==> src/rtl/switch_debouncer_if.sv <==
// Switch-conditioning bus: raw pins in, debounced level and edge pulses out.
interface switch_debouncer_if #(
    parameter int WIDTH = 2
);
    logic [WIDTH-1:0] switches_in;
    logic [WIDTH-1:0] switches_out;
    logic [WIDTH-1:0] rise;
    logic [WIDTH-1:0] fall;
    logic             changed;

    modport master (output switches_in, input switches_out, rise, fall, changed);
    modport slave  (input switches_in, output switches_out, rise, fall, changed);
endinterface

==> src/rtl/switch_debouncer.sv <==
// Per-channel synchroniser + stability-counter debouncer for board switches.
// Define SWITCH_DEBOUNCE_PULSE_EN to build the rise/fall/changed pulse registers.
module switch_debouncer_lane #(
    parameter int STABLE_CYCLES = 1250000,
    parameter int SYNC_STAGES   = 2
) (
    input  logic clk,
    input  logic rst,
    input  logic pin_i,
    output logic out_o,
    output logic rise_o,
    output logic fall_o,
    output logic evt_o
);
    localparam int            CW   = $clog2(STABLE_CYCLES + 1);
    localparam logic [CW-1:0] LAST = CW'(STABLE_CYCLES - 1);

    logic [SYNC_STAGES-1:0] sync_q;
    logic [CW-1:0]          cnt_q, cnt_d;
    logic                   out_q, out_d;
    logic                   sync;

    assign sync = sync_q[SYNC_STAGES-1];

    always_ff @(posedge clk) begin
        if (rst) begin
            sync_q <= '0;
            cnt_q  <= '0;
            out_q  <= 1'b0;
        end else begin
            sync_q <= {sync_q[SYNC_STAGES-2:0], pin_i};
            cnt_q  <= cnt_d;
            out_q  <= out_d;
        end
    end

    // Any agreement with the output throws away partial progress.
    always_comb begin
        cnt_d = cnt_q;
        out_d = out_q;
        if (sync == out_q) begin
            cnt_d = '0;
        end else if (cnt_q == LAST) begin
            out_d = sync;
            cnt_d = '0;
        end else begin
            cnt_d = cnt_q + CW'(1);
        end
    end

    assign out_o = out_q;

`ifdef SWITCH_DEBOUNCE_PULSE_EN
    logic rise_q, fall_q;

    always_ff @(posedge clk) begin
        if (rst) begin
            rise_q <= 1'b0;
            fall_q <= 1'b0;
        end else begin
            rise_q <= out_d & ~out_q;
            fall_q <= ~out_d & out_q;
        end
    end

    assign rise_o = rise_q;
    assign fall_o = fall_q;
    assign evt_o  = out_d ^ out_q;
`else
    assign rise_o = 1'b0;
    assign fall_o = 1'b0;
    assign evt_o  = 1'b0;
`endif
endmodule

module switch_debouncer #(
    parameter int WIDTH         = 2,
    parameter int STABLE_CYCLES = 1250000,
    parameter int SYNC_STAGES   = 2
) (
    input  logic              clk,
    input  logic              rst,
    switch_debouncer_if.slave bus
);
    logic [WIDTH-1:0] lane_out;
    logic [WIDTH-1:0] lane_rise;
    logic [WIDTH-1:0] lane_fall;
    logic [WIDTH-1:0] lane_evt;

    for (genvar g = 0; g < WIDTH; g++) begin : g_lane
        switch_debouncer_lane #(
            .STABLE_CYCLES(STABLE_CYCLES),
            .SYNC_STAGES  (SYNC_STAGES)
        ) u_lane (
            .clk   (clk),
            .rst   (rst),
            .pin_i (bus.switches_in[g]),
            .out_o (lane_out[g]),
            .rise_o(lane_rise[g]),
            .fall_o(lane_fall[g]),
            .evt_o (lane_evt[g])
        );
    end

    assign bus.switches_out = lane_out;
    assign bus.rise         = lane_rise;
    assign bus.fall         = lane_fall;

`ifdef SWITCH_DEBOUNCE_PULSE_EN
    logic changed_q;

    // Registered from the lanes' next-state so it lines up with rise/fall.
    always_ff @(posedge clk) begin
        if (rst) changed_q <= 1'b0;
        else     changed_q <= |lane_evt;
    end

    assign bus.changed = changed_q;
`else
    assign bus.changed = |lane_evt;
`endif
endmodule

==> src/flat_wrapper.sv <==
// flat-port wrapper written by rule: the top's interface ports become plain ports
module switch_debouncer_flat 
#(
    parameter int WIDTH         = 2,
    parameter int STABLE_CYCLES = 1250000,
    parameter int SYNC_STAGES   = 2
)
  (clk, rst, bus_switches_in, bus_switches_out, bus_rise, bus_fall, bus_changed);
  switch_debouncer_if #(.WIDTH(WIDTH)) bus_i ();
  input  logic clk;
  input  logic rst;
  input wire logic [$bits(bus_i.switches_in)-1:0] bus_switches_in;
  output wire logic [$bits(bus_i.switches_out)-1:0] bus_switches_out;
  output wire logic [$bits(bus_i.rise)-1:0] bus_rise;
  output wire logic [$bits(bus_i.fall)-1:0] bus_fall;
  output wire logic [$bits(bus_i.changed)-1:0] bus_changed;
  assign bus_i.switches_in = bus_switches_in;
  assign bus_switches_out = bus_i.switches_out;
  assign bus_rise = bus_i.rise;
  assign bus_fall = bus_i.fall;
  assign bus_changed = bus_i.changed;
  switch_debouncer #(.WIDTH(WIDTH), .STABLE_CYCLES(STABLE_CYCLES), .SYNC_STAGES(SYNC_STAGES)) u_core (.clk(clk), .rst(rst), .bus(bus_i));
endmodule
==> config.mk <==
export PLATFORM = sky130hd
export DESIGN_NAME = switch_debouncer_flat
export DESIGN_NICKNAME = d
export VERILOG_FILES = /design/src/rtl/switch_debouncer_if.sv /design/src/rtl/switch_debouncer.sv /design/src/flat_wrapper.sv
export SDC_FILE = /design/constraint.sdc
export NUM_CORES = 1
export LEC_CHECK = 0
export CAP_MARGIN = 10
export CORE_MARGIN = 1
export CORE_UTILIZATION = 45
export CTS_BUF_LIST = sky130_fd_sc_hd__clkbuf_8
export DETAILED_ROUTE_END_ITERATION = 6
export HOLD_SLACK_MARGIN = 0.12
export PLACE_DENSITY = 0.65
export SETUP_SLACK_MARGIN = 0.02
export SLEW_MARGIN = 20
export SYNTH_ARGS = -nofsm -noshare
export SYNTH_HDL_FRONTEND = slang
export SYNTH_SLANG_ARGS = --single-unit
==> constraint.sdc <==
create_clock -name clk -period 2.2 [get_ports clk]
set_input_delay 0.44 -clock clk [delete_from_list [all_inputs] [get_ports clk]]
set_output_delay 0.44 -clock clk [all_outputs]
set_load 0.02 [all_outputs]
After elaboration in Yosys (flattened, before gate mapping)
Index checks and enable logic that the tools add are counted.
Word-level totals
  register bits: 48
  input bits: 4
  output and inout bits: 7
  logic and storage cells: 18
Cells by class
  add/sub/neg operators: 2
  equal/unequal tests: 4
  bitwise gates (word level): 2
  reduce and logical (&&, ||, !) cells: 4
Operator list (count)
  $add 21x1->21 const B: 2
  $eq 21x21->1 const B: 2
  $reduce_or 3->1: 2
  $reduce_and 2->1: 2
  $eq 1x1->1: 2
  $not 1->1: 2

Depth between registers and ports, before layout
Gate-level depths: netlist (run 1).
  word-level depth: 3
  mapped depth: 7
  depth with buffers taken out: 5

By module
Synthesis (run 1) repeated with hierarchy kept, for this count alone.
Second synthesis, totals
  cells, all modules: 251
  area, all modules: 2213.4 sq um
By module, submodules not included
  switch_debouncer_lane: times used 2, cells an instance 125, area an instance 1103.6 sq um, seq. area each 480.5 sq um
  switch_debouncer: times used 1, cells an instance 1, area an instance 6.3 sq um, seq. area each 0.0 sq um

Worst setup path after synthesis (run 1)
OpenSTA, ideal clock, no wires.
  kind: flip-flop to flip-flop
  start point: register u_core.g_lane[1].u_lane.cnt_q[0]
  end point: register u_core.g_lane[1].u_lane.cnt_q[20]
  setup time: 0.070 ns
  data arrival time: 1.865 ns
  required time: 2.130 ns
  path slack: 0.265 ns
  cell stages (with the launch flop): 7
  path buffers: 1
  period minus slack after synthesis: 1.935 ns
  cells stage by stage: dfxtp_1 -> ha_1 -> inv_1 -> or4_1 -> buf_2 -> or4_1 -> a21oi_1
On the way
  cells in the longest elaborated chain, start to end: 2
  elaborated cells on any way between the ends: 3
  those cells by class: add/sub (1); eq/ne (1); reduce/logical (1)
RTL lines
  start: declaration: RTL line switch_debouncer.sv:19  | logic [CW-1:0] cnt_q, cnt_d;
  start signal: assignment: RTL line switch_debouncer.sv:32  | cnt_q <= cnt_d;
  branches (longest 2 deep; another with $add 21x1->21)
Several ways; the timed one is not identified.
A chain may end at the register's enable or synchronous reset.

Worst setup path in the final report (run 1)
  start point: register u_core.g_lane[1].u_lane.cnt_q[0]
  end point: register u_core.g_lane[1].u_lane.cnt_q[14]
Same word-level chain as after synthesis.

==> impl_results.rst, run 1 <==
.. list-table::
   :header-rows: 1

   * - Metric
     - Value
   * - Core Box Area
     - between 4000 and 5000 um2
   * - Max-cap violations
     - 0
   * - Via count of the first global-routing pass
     - approximately 1600
   * - Worst hold path class
     - register to register
   * - Residual DRC count
     - 0
   * - Nature of the critical path startpoint
     - register
   * - Average footprint of a synthesized cell
     - 8.65 um2
   * - First-pass GRT wire length
     - just under 7000 um
   * - Sinks on the clock net
     - between 40 and 50
   * - Cell type with the highest aggregate area in the netlist
     - dfxtp_1
   * - Initial core utilization
     - 46.7%
   * - Die width
     - between 70 and 80 um
   * - Library cell used as clock root buffer
     - clkbuf_8
   * - Total GRT Usage
     - 16.6%
   * - Summed area of non-filler cells in the final layout
     - between 2000 and 2500 um2
   * - Most frequent cells after synthesis
     - dfxtp_1, nor2_1, a21oi_1, xor2_1, nand2_1
   * - Clock slew at reported path FFs
     - about 0.090 ns
   * - Relative slew margins
     - a little under three fifths
   * - Yosys reg bits
     - 48
   * - Worst clock skew
     - approximately 0.011 ns
   * - 1st-iter DRT viols
     - 81
   * - Detail Placement HPWL
     - roughly 2700 um
   * - Minimum clock period after layout
     - 1.98 ns
   * - Transition time of the tightest slew-check pin
     - ~0.65 ns
   * - Number of antenna cells inserted
     - 0
   * - Fin crit share
     - roughly 90%
   * - Largest fanout on the critical path
     - 6
   * - Post-CTS Hold Fix Bufs
     - 0
   * - Cell with the most instances after synthesis
     - dfxtp_1
   * - Post-DRT Antenna Nets
     - 0
   * - Routed wire length
     - 3880 um
   * - Overall overflow remaining after global route
     - 0
   * - Drt wl/cell
     - around 12 um
   * - Routed vias
     - approximately 1700
   * - Port bufs
     - 5
   * - Top cell type's share of synthesized area
     - 43.9%
   * - Via count normalized by instance count
     - about 5.5
   * - Number of H-tree levels
     - 2
   * - Syn. warnings
     - 0
   * - Share of flip-flops with an asynchronous set or reset
     - 0%
   * - Total count of hold-check failures in the final report
     - 0
   * - Area of the mapped netlist
     - 2190 um2
   * - Req. time, crit path
     - 2.44 ns
   * - Overall die area
     - around 5100 um2
   * - Largest cells by area after synthesis
     - dfxtp_1, xor2_1, nor2_1, a21oi_1, xnor2_1
   * - Worst Setup End Kind
     - register
   * - Peak supply drop
     - 0.000349 V
   * - Maximum achievable frequency
     - 505 MHz
   * - Area after detailed placement
     - ~2300 um2
   * - Total number of nets in the final design
     - 264
   * - Unrepaired setup endpoints after global routing
     - no
   * - Post-CTS sizing
     - 0
   * - Post-synthesis sequential area ratio
     - 43.9%
   * - Synthesized instance count
     - 253
   * - Library cells used by synthesis
     - 30
   * - Arr. time, crit path
     - 2.22 ns
   * - Number of iterations in the first detailed-routing pass
     - 4
   * - Largest net degree at the start of global routing
     - 22
   * - Die extent in y
     - 71.8 um
   * - Total power density per cell area
     - about 610 nW/um2
   * - Number of buffers on the longest clock path
     - 2
   * - Total power after layout
     - 1440 uW
   * - Ratio of cells with drive above 1 in the final layout
     - 5.79%
   * - Number of rows created at floorplan
     - 25
   * - CTS buffer count
     - 5
   * - Antenna violations before repair
     - 0
   * - Number of enable-type register cells in the synthesized netlist
     - 0
   * - Fin. max-slew vios
     - 0
   * - Top_reg_cell synth
     - dfxtp_1
   * - Leakage power
     - 0.000723 uW
   * - Insertion delay to the later sink of the worst-skew pair
     - 0.30 ns
   * - Clock tree from TritonCTS
     - yes
   * - Number of endpoints failing setup at the final stage
     - 0
   * - Number of buffers inserted by post-CTS setup repair
     - 0
   * - Outcome
     - completed
   * - Setup TNS
     - 0 ns
   * - Critical path class
     - register to register
   * - Area delta synth->final
     - 8.06%
   * - RD Place Congestion
     - 0.817
   * - Top-level I/O count
     - 11
   * - Utilization after layout
     - 50.4%
==> cell type report <==
cell class              count  area (um2)
fillers                   451        2330
multi-input cells         186        1130
flip-flops and latches     48         961
repair buffers             10        87.6
clock buffers               6        82.6
well taps                  54        67.6
inverters                   7        26.3
clock inverters             2        11.3
==> report_power, final <==
group          internal [uW]  total [uW]  switching, uW
logic                   10.0        28.7           18.7
registers                872         875           2.47
clock network            251         537            286
==> logic make-up after synthesis <==
logic type	after synthesis	share of synthesized area, %
other	1	0.171
adders and majority gates	2	1.14
and+or+nand+nor	118	30.3
AOI/OAI and AO/OA	36	9.26
DFF	48	43.9
xor gates and xnor gates	25	10.0
buffers and inverters	23	5.20
==> metal layers <==
layer	part of all wire (%)	vias to the layer above	track usage (%)
met5	0	-	0
met4	1.3	0	5.88
met3	3.4	4	4.64
met2	43	22	25.3
met1	52	799	22.6
li1	-	896	-
==> path summary, 6_finish.rpt <==
path	start	endpoint	slack (ns)	cells past startpoint
setup reg to reg	u_core.g_lane[1].u_lane.cnt_q[0]$_SDFF_PP0_	u_core.g_lane[1].u_lane.cnt_q[14]$_SDFF_PP0_	0.22	6
setup / recovery	u_core.g_lane[1].u_lane.cnt_q[0]$_SDFF_PP0_	u_core.g_lane[1].u_lane.cnt_q[14]$_SDFF_PP0_	0.22	6
hold / removal	u_core.g_lane[0].u_lane.sync_q[0]$_SDFF_PP0_	u_core.g_lane[0].u_lane.sync_q[1]$_SDFF_PP0_	0.45	1
hold reg to reg	u_core.g_lane[0].u_lane.sync_q[0]$_SDFF_PP0_	u_core.g_lane[0].u_lane.sync_q[1]$_SDFF_PP0_	0.45	1
==> metrics by stage <==
stage / setup slack, ns / cells / hold WS, ns
after global routing: 0.0819 / 313 / 0.465
final: 0.220 / 313 / 0.448
after CTS: 0.218 / 313 / 0.456
after detailed placement: 0.231 / 305 / 0.446
after floorplan: 0.265 / 257 / 0.414
after global placement: 0.297 / 305 / 0.430
==> cell usage in the layout, fill, tap and decap left out, drive strengths merged, types with 9 or more instances in the layout <==
| cell type | count |
|---|---|
| dfxtp | 48 |
| nor2 | 28 |
| a21oi | 16 |
| xor2 | 16 |
| nand2 | 14 |
| nand3 | 13 |
| nand4 | 13 |
| o21ai | 12 |
| or3 | 9 |
| xnor2 | 9 |
==> worst max-delay path: stages, from the launching register on <==
cell and delay [ns]:
dfxtp_1 0.38, ha_1 0.27, inv_1 0.09, or4_1 0.55, buf_4 0.17, or3_1 0.31, a21oi_1 0.15
==> registers in the layout, indices dropped and copies added, names as in the netlist <==
register	cells
u_core.g_lane.u_lane.cnt_q	42
u_core.g_lane.u_lane.sync_q	4
u_core.g_lane.u_lane.out_o	2
Note: power is estimated with default switching activity, not from simulation.
==> run 2, diff against run 1 <==
--- a/config.mk
+++ b/config.mk
@@ -5,7 +5,6 @@
 export SDC_FILE = /design/constraint.sdc
 export NUM_CORES = 1
 export LEC_CHECK = 0
-export CAP_MARGIN = 10
 export CORE_MARGIN = 1
 export CORE_UTILIZATION = 45
 export CTS_BUF_LIST = sky130_fd_sc_hd__clkbuf_8
==> results of run 2 <==
Final layout, timing and power as in run 1 (identical DEF).
